`config.mk`:
```
export PLATFORM = sky130hd
export DESIGN_NAME = mem_lsu
export DESIGN_NICKNAME = d
export VERILOG_FILES = /design/src/rtl/mem_lsu_pkg.sv /design/src/rtl/mem_lsu_align.sv /design/src/rtl/mem_lsu.sv
export SDC_FILE = /design/constraint.sdc
export NUM_CORES = 1
export LEC_CHECK = 0
export BUFFER_PORTS_ARGS = -buffer_cell sky130_fd_sc_hd__buf_2
export CORE_UTILIZATION = 54
export DETAILED_ROUTE_END_ITERATION = 7
export PLACE_DENSITY_LB_ADDON = 0.1
export SLEW_MARGIN = 10
export SYNTH_ARGS = -nofsm -noshare
export SYNTH_HDL_FRONTEND = slang
export SYNTH_SLANG_ARGS = --single-unit
```
`constraint.sdc`:
```
create_clock -name clk -period 3.7 [get_ports clk]
set_clock_uncertainty 0.1 [all_clocks]
set_input_delay 0.925 -clock clk [delete_from_list [all_inputs] [get_ports clk]]
set_output_delay 0.925 -clock clk [all_outputs]
set_load 0.02 [all_outputs]
```
`src/rtl/mem_lsu_pkg.sv`:
```
// lsu_pkg: shared FSM states, RV32I size codes, op record and alignment check for mem_lsu.
package lsu_pkg;
  typedef enum logic [1:0] {IDLE, REQ, RESP, DONE} lsu_state_t;
  localparam logic [2:0] F3_B  = 3'b000;
  localparam logic [2:0] F3_H  = 3'b001;
  localparam logic [2:0] F3_W  = 3'b010;
  localparam logic [2:0] F3_BU = 3'b100;
  localparam logic [2:0] F3_HU = 3'b101;
  typedef struct packed {
    logic [31:0] addr;
    logic [2:0]  funct3;
    logic        we;
    logic [31:0] wdata;
  } lsu_op_t;
  function automatic logic misaligned(input logic [2:0] f3, input logic [1:0] off);
    return f3[1:0] == F3_B[1:0] ? 1'b0 : f3[1:0] == F3_H[1:0] ? off[0] : |off;
  endfunction
endpackage

```
`src/rtl/mem_lsu_align.sv`:
```
// lsu_align: byte enables, lane-replicated store data and extended load data for one access.
module lsu_align
  import lsu_pkg::*;
(
  input  logic [2:0]  funct3,
  input  logic [1:0]  off,
  input  logic [31:0] rdata,
  input  logic [31:0] wd,
  output logic [3:0]  be,
  output logic [31:0] wdata,
  output logic [31:0] ldata
);
  logic        is_b, is_h, sx;
  logic [1:0]  aoff;
  logic [31:0] sh;
  // Codes other than B/H/BU/HU all have funct3[1:0] >= 2 and fall through to word.
  assign is_b  = funct3[1:0] == F3_B[1:0];
  assign is_h  = funct3[1:0] == F3_H[1:0];
  assign sx    = ~funct3[2];
  assign aoff  = is_b ? off : is_h ? {off[1], 1'b0} : 2'b00;
  assign be    = is_b ? 4'b0001 << aoff : is_h ? 4'b0011 << aoff : 4'b1111;
  assign wdata = is_b ? {4{wd[7:0]}} : is_h ? {2{wd[15:0]}} : wd;
  assign sh    = rdata >> {aoff, 3'b000};
  assign ldata = is_b ? {{24{sx & sh[7]}}, sh[7:0]} :
                 is_h ? {{16{sx & sh[15]}}, sh[15:0]} : sh;
endmodule

```
`src/rtl/mem_lsu.sv`:
```
// mem_lsu: MEM-stage load/store unit running a valid/ready data-memory transaction with timeout.
// Define MEM_LSU_MISALIGN_TRAP_EN to trap misaligned accesses instead of forcing alignment.
module mem_lsu
  import lsu_pkg::*;
#(
  parameter int TIMEOUT = 16
) (
  input  logic        clk,
  input  logic        reset,
  input  logic        MemReqM,
  input  logic        MemWriteM,
  input  logic [2:0]  Funct3M,
  input  logic [31:0] AddrM,
  input  logic [31:0] WriteDataM,
  output logic        StallM,
  output logic        DoneM,
  output logic [31:0] LoadDataM,
  output logic        BusErrM,
  output logic        MisalignM,
  output logic        dmem_req_valid,
  input  logic        dmem_req_ready,
  output logic        dmem_we,
  output logic [31:0] dmem_addr,
  output logic [3:0]  dmem_be,
  output logic [31:0] dmem_wdata,
  input  logic        dmem_rsp_valid,
  input  logic [31:0] dmem_rdata
);
  localparam int CW = $clog2(TIMEOUT);
  lsu_state_t  state_q, state_d;
  lsu_op_t     op_q, op_d;
  logic [CW-1:0] cnt_q, cnt_d;
  logic [31:0] data_q, data_d, ld, al_wdata;
  logic        err_q, err_d, mis_q, mis_d, req;
  logic [3:0]  al_be;
  lsu_align u_align (
    .funct3(op_q.funct3),
    .off   (op_q.addr[1:0]),
    .rdata (dmem_rdata),
    .wd    (op_q.wdata),
    .be    (al_be),
    .wdata (al_wdata),
    .ldata (ld)
  );
  always_comb begin
    state_d = state_q;
    op_d    = op_q;
    cnt_d   = cnt_q;
    data_d  = data_q;
    err_d   = err_q;
    mis_d   = mis_q;
    case (state_q)
      IDLE: if (MemReqM) begin
        op_d    = '{addr: AddrM, funct3: Funct3M, we: MemWriteM, wdata: WriteDataM};
        data_d  = '0;
        err_d   = 1'b0;
        mis_d   = 1'b0;
        state_d = REQ;
`ifdef MEM_LSU_MISALIGN_TRAP_EN
        if (misaligned(Funct3M, AddrM[1:0])) begin
          mis_d   = 1'b1;
          state_d = DONE;
        end
`endif
      end
      REQ: if (dmem_req_ready) begin
        cnt_d   = '0;
        state_d = RESP;
      end
      RESP: if (dmem_rsp_valid) begin
        data_d  = op_q.we ? 32'h0 : ld;
        state_d = DONE;
      end else if (cnt_q == CW'(TIMEOUT - 1)) begin
        err_d   = 1'b1;
        state_d = DONE;
      end else begin
        cnt_d = cnt_q + 1'b1;
      end
      default: state_d = IDLE;
    endcase
  end
  always_ff @(posedge clk) begin
    if (reset) begin
      state_q <= IDLE;
      op_q    <= '0;
      cnt_q   <= '0;
      data_q  <= '0;
      err_q   <= 1'b0;
      mis_q   <= 1'b0;
    end else begin
      state_q <= state_d;
      op_q    <= op_d;
      cnt_q   <= cnt_d;
      data_q  <= data_d;
      err_q   <= err_d;
      mis_q   <= mis_d;
    end
  end
  assign req            = state_q == REQ;
  assign StallM         = (state_q == IDLE && MemReqM) || req || state_q == RESP;
  assign DoneM          = state_q == DONE;
  assign LoadDataM      = DoneM ? data_q : 32'h0;
  assign BusErrM        = DoneM & err_q;
  assign MisalignM      = DoneM & mis_q;
  assign dmem_req_valid = req;
  assign dmem_we        = req & op_q.we;
  assign dmem_addr      = req ? {op_q.addr[31:2], 2'b00} : 32'h0;
  assign dmem_be        = req ? al_be : 4'h0;
  assign dmem_wdata     = req ? al_wdata : 32'h0;
endmodule

```
==> results.cfg, run 1 <==
[clock_tree]
holdBufCountCts = 0
cts_root_buffer = clkbuf_8
cts_tree = built
cts_made_buffers = 9
clock-sinks = 107
clk_pin_slew_worst_paths_ns = 0.10
post_cts_resize_count = 0
post-cts-setup-buffer-count = 0
insertion_delay_ns = 0.37
cts_max_level = 3
cts.path.max_buffers = 2

[die]
start_util = 0.5672
core_um2 = 9910
io_pins = 211
rows = 36
fp.dieH_um = 104.0
die_area_um2 = 10820
die_w_um = 104.0

[logic_synthesis]
synth_cells = 712
synthAdderAreaFrac = 0.01336
syn-mean-instance-area_um2 = 7.894
ys_async_sr_fraction = 0
yosys.area_share.simple = 0.2627
synth_ff_type = dfxtp_1
netlist-cell-type-count = 54
syn-cell-area_um2 = 5620
yosys-mux-area-fraction = 0.08259
synth_top_family_by_area = simple AND/OR/NAND/NOR gates
synth_xor_area_frac = 0.001558
yosys_warnings = 0
synth-compound-area-share = 0.2001
synth_seq_cells = 107
synth_edf_count = 0
synth_seq_area_share = 0.3811

[placement]
portBuffers = 207
placed_area_um2 = 6635
dp_hpwl_um = 11170
routabilityCongestion = 0.8821
placed_cells = 1003

[drt]
post_drt_wl_per_cell_um = 15.38
drc_errors = 0
vias = 5521
routed_wl_um = 15670
via_per_inst = 5.418
drt_pass1_iterations = 5
initialDrtViolationCount = 305
ant_nets = 0

[critical_path]
critPathMaxFanout = 61
end_kind = output pin
critPathKind = reg -> out
worst_setup_path_start_kind = flop
arrival_ns = 2.28
cp.required_ns = 2.67

[timing]
hold_violations = 0
finalSetupViolations = 0
rsz0062_at_grt = false
period_needed_ns = 3.308
slew_headroom = 0.3618
tightest_slew_ns = 0.9502
hold_slack_ns = 0.3546
min_period_over_period = 0.8940
max_freq_ghz = 0.3023
setup_tns_ns = 0
maxSlewViolCount = 0

[global_routing]
grt_max_degree = 83
grt_pass1_wl_um = 25720
grt_overflow = 0
antenna_found_initial = 0
grt_pass1_vias = 5232
grt_usage = 0.2898

[worst_hold_path]
hold_path.class = reg -> reg

[layout]
stdcell_count = 1019
synthToLayoutAreaGrowth_pct = 22.02
nets = 992
drive_gt1_frac = 0.2912
fin_area_um2 = 6858
n_antenna_cell = 0

[power_and_ir_drop]
power_density_nw_per_um2 = 542.7
power.leakage_nw = 3.180
ir_drop_uv = 341.1

[job]
cap_violations = 0

[run_status]
status = finished clean
## flip-flops by register name, summed over array words and instances (netlist names)
register	count
op_q	68
data_q	32
cnt_q	4
state_q	2
err_q	1
## path summary, 6_finish.rpt
check / to / cells past startpoint / slack, ns / startpoint
max: dmem_be[2] / 4 / 0.39 / state_q[0]
min: op_q[42] / 2 / 0.35 / op_q[42]
max reg2reg: data_q[31] / 6 / 1.31 / state_q[0]
min reg2reg: op_q[42] / 2 / 0.35 / op_q[42]
## where the power goes
part / switching, W / internal (W) / total [W]
Combinational: 0.000961 / 0.000515 / 0.00148
Sequential: 0.000128 / 0.00133 / 0.00145
Clock: 0.000405 / 0.000388 / 0.000793
Total: 0.00149 / 0.00223 / 0.00372
## cells in the mapped netlist (2+ instances only)
cell | count | share of area
a22oi_1 | 18 | 0.024
and3_1 | 2 | 0.0022
a2bb2oi_1 | 7 | 0.011
buf_4 | 5 | 0.0067
o211a_1 | 9 | 0.016
o21ai_1 | 22 | 0.020
nor2b_1 | 11 | 0.012
nor4_4 | 2 | 0.0076
o2111ai_1 | 2 | 0.0031
buf_6 | 2 | 0.0040
or2_2 | 2 | 0.0022
inv_1 | 8 | 0.0053
clkbuf_1 | 38 | 0.025
nor3b_1 | 2 | 0.0027
o21ai_0 | 7 | 0.0062
a22o_1 | 7 | 0.011
nor2_1 | 8 | 0.0053
and2_1 | 73 | 0.081
or3_1 | 3 | 0.0033
nand3_1 | 2 | 0.0018
mux4_2 | 7 | 0.028
o211ai_1 | 16 | 0.021
a21oi_1 | 70 | 0.062
buf_2 | 16 | 0.014
a21boi_0 | 9 | 0.012
ha_1 | 6 | 0.013
dfxtp_1 | 107 | 0.38
nand2_1 | 196 | 0.13
nand2b_1 | 2 | 0.0022
a31oi_1 | 2 | 0.0022
nand2_2 | 2 | 0.0022
mux2i_1 | 27 | 0.048
## per-layer routing
layer / track usage / part of all wire / vias up
met1: 0.3734 / 0.43 / 2539
met5: 0 / 0 / -
li1: - / - / 2732
met2: 0.4771 / 0.47 / 219
met4: 0.1112 / 0.026 / 0
met3: 0.05890 / 0.073 / 31
## kinds of logic after synthesis
logic type,after synthesis
XOR/XNOR,1
AO/OA/AOI/OAI,176
adder cells (fa/ha/maj),6
multiplexers,37
flip-flops,107
AND/OR/NAND/NOR,312
buffers and inverters,72
other,1
## layout make-up
type	count	area [um2]
clock buffer	13	178.9
clock inverter	3	43.79
fill	855	3052
inverter	9	33.78
multi-input combinational	535	3167
sequential	107	2142
tap	133	166.4
timing repair buffer	219	1126
## layout by cell type (no fill, tap or decap), types with 2 or more instances in the layout
cell       instances
clkbuf_8          13
nand2_1          195
dfxtp_1          107
a2bb2oi_1          7
a22oi_1           18
o211ai_1          16
a22o_1             7
inv_1              8
buf_2            207
conb_1             3
mux4_2             7
and2_1            72
ha_1               5
nor2_1             8
o21ai_0            7
a21oi_1           70
nand3_1            2
nor2b_1           11
nor3b_1            2
and3_1             2
a21boi_0           9
a31oi_1            2
nand2_2            3
o211a_1            9
or2_2              2
mux2i_1           27
o2111ai_1          2
nor4_4             2
o21ai_1           22
nand2b_1           2
or3_1              3
buf_4             12
## through the flow
step	total power (W)	utilization	worst slack, ns
global placement	0.002903	0.6696	0.9155
detailed placement	0.002951	0.6696	0.8118
CTS	0.003736	0.6920	0.3753
global route	0.003948	0.6920	0.2030
finish	0.003722	0.6920	0.3923
floorplan	0.002554	-	0.8681
## worst max-delay path: stages (launching register included)
cell	delay, ns
dfxtp_1	0.43
ha_2	0.84
o21ai_0	0.22
a21oi_1	0.19
buf_2	0.19
No activity file was read; power rests on OpenSTA's default activity.
==> inputs of run 2 (changes only) <==
--- a/config.mk
+++ b/config.mk
@@ -12,4 +12,5 @@
 export SLEW_MARGIN = 10
 export SYNTH_ARGS = -nofsm -noshare
 export SYNTH_HDL_FRONTEND = slang
+export SYNTH_HIERARCHICAL = 1
 export SYNTH_SLANG_ARGS = --single-unit
==> run 2 against run 1 <==
  * Combinational power grew 14%
  * Die area up 5.2%
  * Sequential share of layout area is 0.52 points lower
  * Area after synthesis increased by 5.3%
  * Maximum frequency rose by 5.5%
  * Total power is 1.5% higher
  * Global-route usage down 0.16 points
  * Core utilization shrank 2.5 points
==> results.cfg, run 2 <==
[layout]
nets = 1054
synthToLayoutAreaGrowth_pct = 17.86
reg_top3 = op_q x68, data_q x32, cnt_q x4
final_cell_mix = 208 x nand2_1, 206 x buf_2, 108 x a21oi_1
final_util = 0.6669
layout_commonest_cell = nand2_1
regMostFlops = op_q
largest_reg_flops = 68
n_antenna_cell = 0
drive_gt1_frac = 0.2824
stdcell_count = 1085

[timing]
period_needed_ns = 3.136
min_period_over_period = 0.8476
max_freq_ghz = 0.3189
setup_tns_ns = 0
maxSlewViolCount = 0
slew_headroom = 0.4654
hold_violations = 0
rsz0062_at_grt = false
finalSetupViolations = 0
tightest_slew_ns = 0.8019

[power_and_ir_drop]
power_density_nw_per_um2 = 541.6
power.leakage_nw = 3.119
total_power_w = 0.003779
ir_drop_uv = 321.5

[logic_synthesis]
synth_cells = 791
synth_seq_cells = 107
netlist-cell-type-count = 46
syn-mean-instance-area_um2 = 7.485
syn-cell-area_um2 = 5921
synthTopCellsByArea = dfxtp_1 36%, nand2_1 13%, and2_1 11%
synth_edf_count = 0
ys_async_sr_fraction = 0
synth_seq_area_share = 0.3618
synth_largest_area_cell = dfxtp_1
yosys_warnings = 6
synth_ff_type = dfxtp_1
synth_commonest_cells = 209 x nand2_1, 108 x a21oi_1, 107 x dfxtp_1
synth_top_area_frac = 0.3618
synthMostInstantiatedCell = nand2_1

[die]
die_area_um2 = 11390
start_util = 0.5659
core_um2 = 10460
fp.dieH_um = 106.7
die_w_um = 106.7
io_pins = 211
rows = 37

[run_status]
status = finished clean

[placement]
routabilityCongestion = 0.8961
placed_cells = 1069
portBuffers = 207
dp_hpwl_um = 11790

[clock_tree]
cts_tree = built
clk_pin_slew_worst_paths_ns = 0.10
cts.path.max_buffers = 2
post-cts-setup-buffer-count = 0
post_cts_resize_count = 0
clock-sinks = 107
cts_max_level = 3
cts_root_buffer = clkbuf_8
holdBufCountCts = 0
insertion_delay_ns = 0.36
cts_made_buffers = 9

[critical_path]
r2r_start = op_q[34]
cp.required_ns = 2.67
worst_setup_path_start_kind = flop
crit_path_start = state_q[1]
arrival_ns = 2.11
end_kind = output pin
rr_worst_depth = 7
reg2reg_to = data_q[29]
critPathKind = reg -> out
r2r_setup_slack_ns = 1.31
critPathMaxFanout = 49
endpoint = dmem_addr[15]

[drt]
ant_nets = 0
drt_pass1_iterations = 5
vias = 6039
post_drt_wl_per_cell_um = 15.48
via_per_inst = 5.566
routed_wl_um = 16800
initialDrtViolationCount = 475
drc_errors = 0

[global_routing]
grt_overflow = 0
grt_usage = 0.2882
grt_max_degree = 69
grt_pass1_wl_um = 26410
antenna_found_initial = 1
grt_pass1_vias = 5509

[worst_hold_path]
hold_path.class = reg -> reg

[job]
cap_violations = 0
run 2: per-stage QoR:
| stage | setup WS [ns] | hold slack [ns] | cell area [um2] |
|---|---|---|---|
| 2_1_floorplan | 0.9632 | 0.3273 | 5928 |
| 3_3_place_gp | 1.034 | 0.3351 | 6812 |
| 3_5_place_dp | 0.9349 | 0.3419 | 6812 |
| 4_1_cts | 0.5287 | 0.3545 | 6978 |
| 5_1_grt | 0.3623 | 0.3741 | 6978 |
| 6_report | 0.5637 | 0.3512 | 6978 |
run 2: metal layers:
| layer | global-route usage | vias up | part of all wire |
|---|---|---|---|
| met5 | 0 | - | 0.00077 |
| met4 | 0.1125 | 2 | 0.022 |
| met3 | 0.05471 | 30 | 0.088 |
| met2 | 0.4622 | 294 | 0.46 |
| met1 | 0.3820 | 2759 | 0.43 |
| li1 | - | 2954 | - |
run 2: layout make-up:
class	instances	area (um2)
well taps	136	170.2
clock inverters	5	35.03
multi-input cells	598	3328
fillers	929	3485
clock buffers	11	131.4
inverters	7	26.28
flip-flops and latches	107	2143
repair buffers	221	1144
run 2: worst min path at each step:
stage	start	to	slack (ns)	cells after the start
floorplan	data_q[7]	data_q[7]	0.33	2
global placement	data_q[17]	data_q[17]	0.34	2
detailed placement	data_q[7]	data_q[7]	0.34	2
CTS	data_q[6]	data_q[6]	0.35	2
global route	op_q[46]	op_q[46]	0.37	2
finish	data_q[6]	data_q[6]	0.35	2
run 2: cells by family (layout without fill, tap and decap cells):
| family | count (synthesis) | after routing | synth area share |
|---|---|---|---|
| multiplexers | 34 | 34 | 0.06086 |
| adder cells (fa/ha/maj) | 5 | 5 | 0.01057 |
| flip-flops | 107 | 107 | 0.3618 |
| AO/OA/AOI/OAI | 182 | 182 | 0.1881 |
| buffers and inverters | 88 | 244 | 0.07883 |
| other | 1 | 3 | 0.0006334 |
| AND/OR/NAND/NOR | 374 | 374 | 0.2992 |
run 2: power breakdown:
part           switching, W  internal [W]  leakage, nW
clock              0.000402      0.000249       0.0841
combinational       0.00111      0.000580         2.16
sequential         0.000118       0.00132        0.873
total               0.00163       0.00215         3.12
run 2: critical path: stages, from the launching register on:
cell,delay [ns]
dfxtp_1,0.35
inv_1,0.08
ha_2,0.68
buf_4,0.33
and2_1,0.16
buf_2,0.16
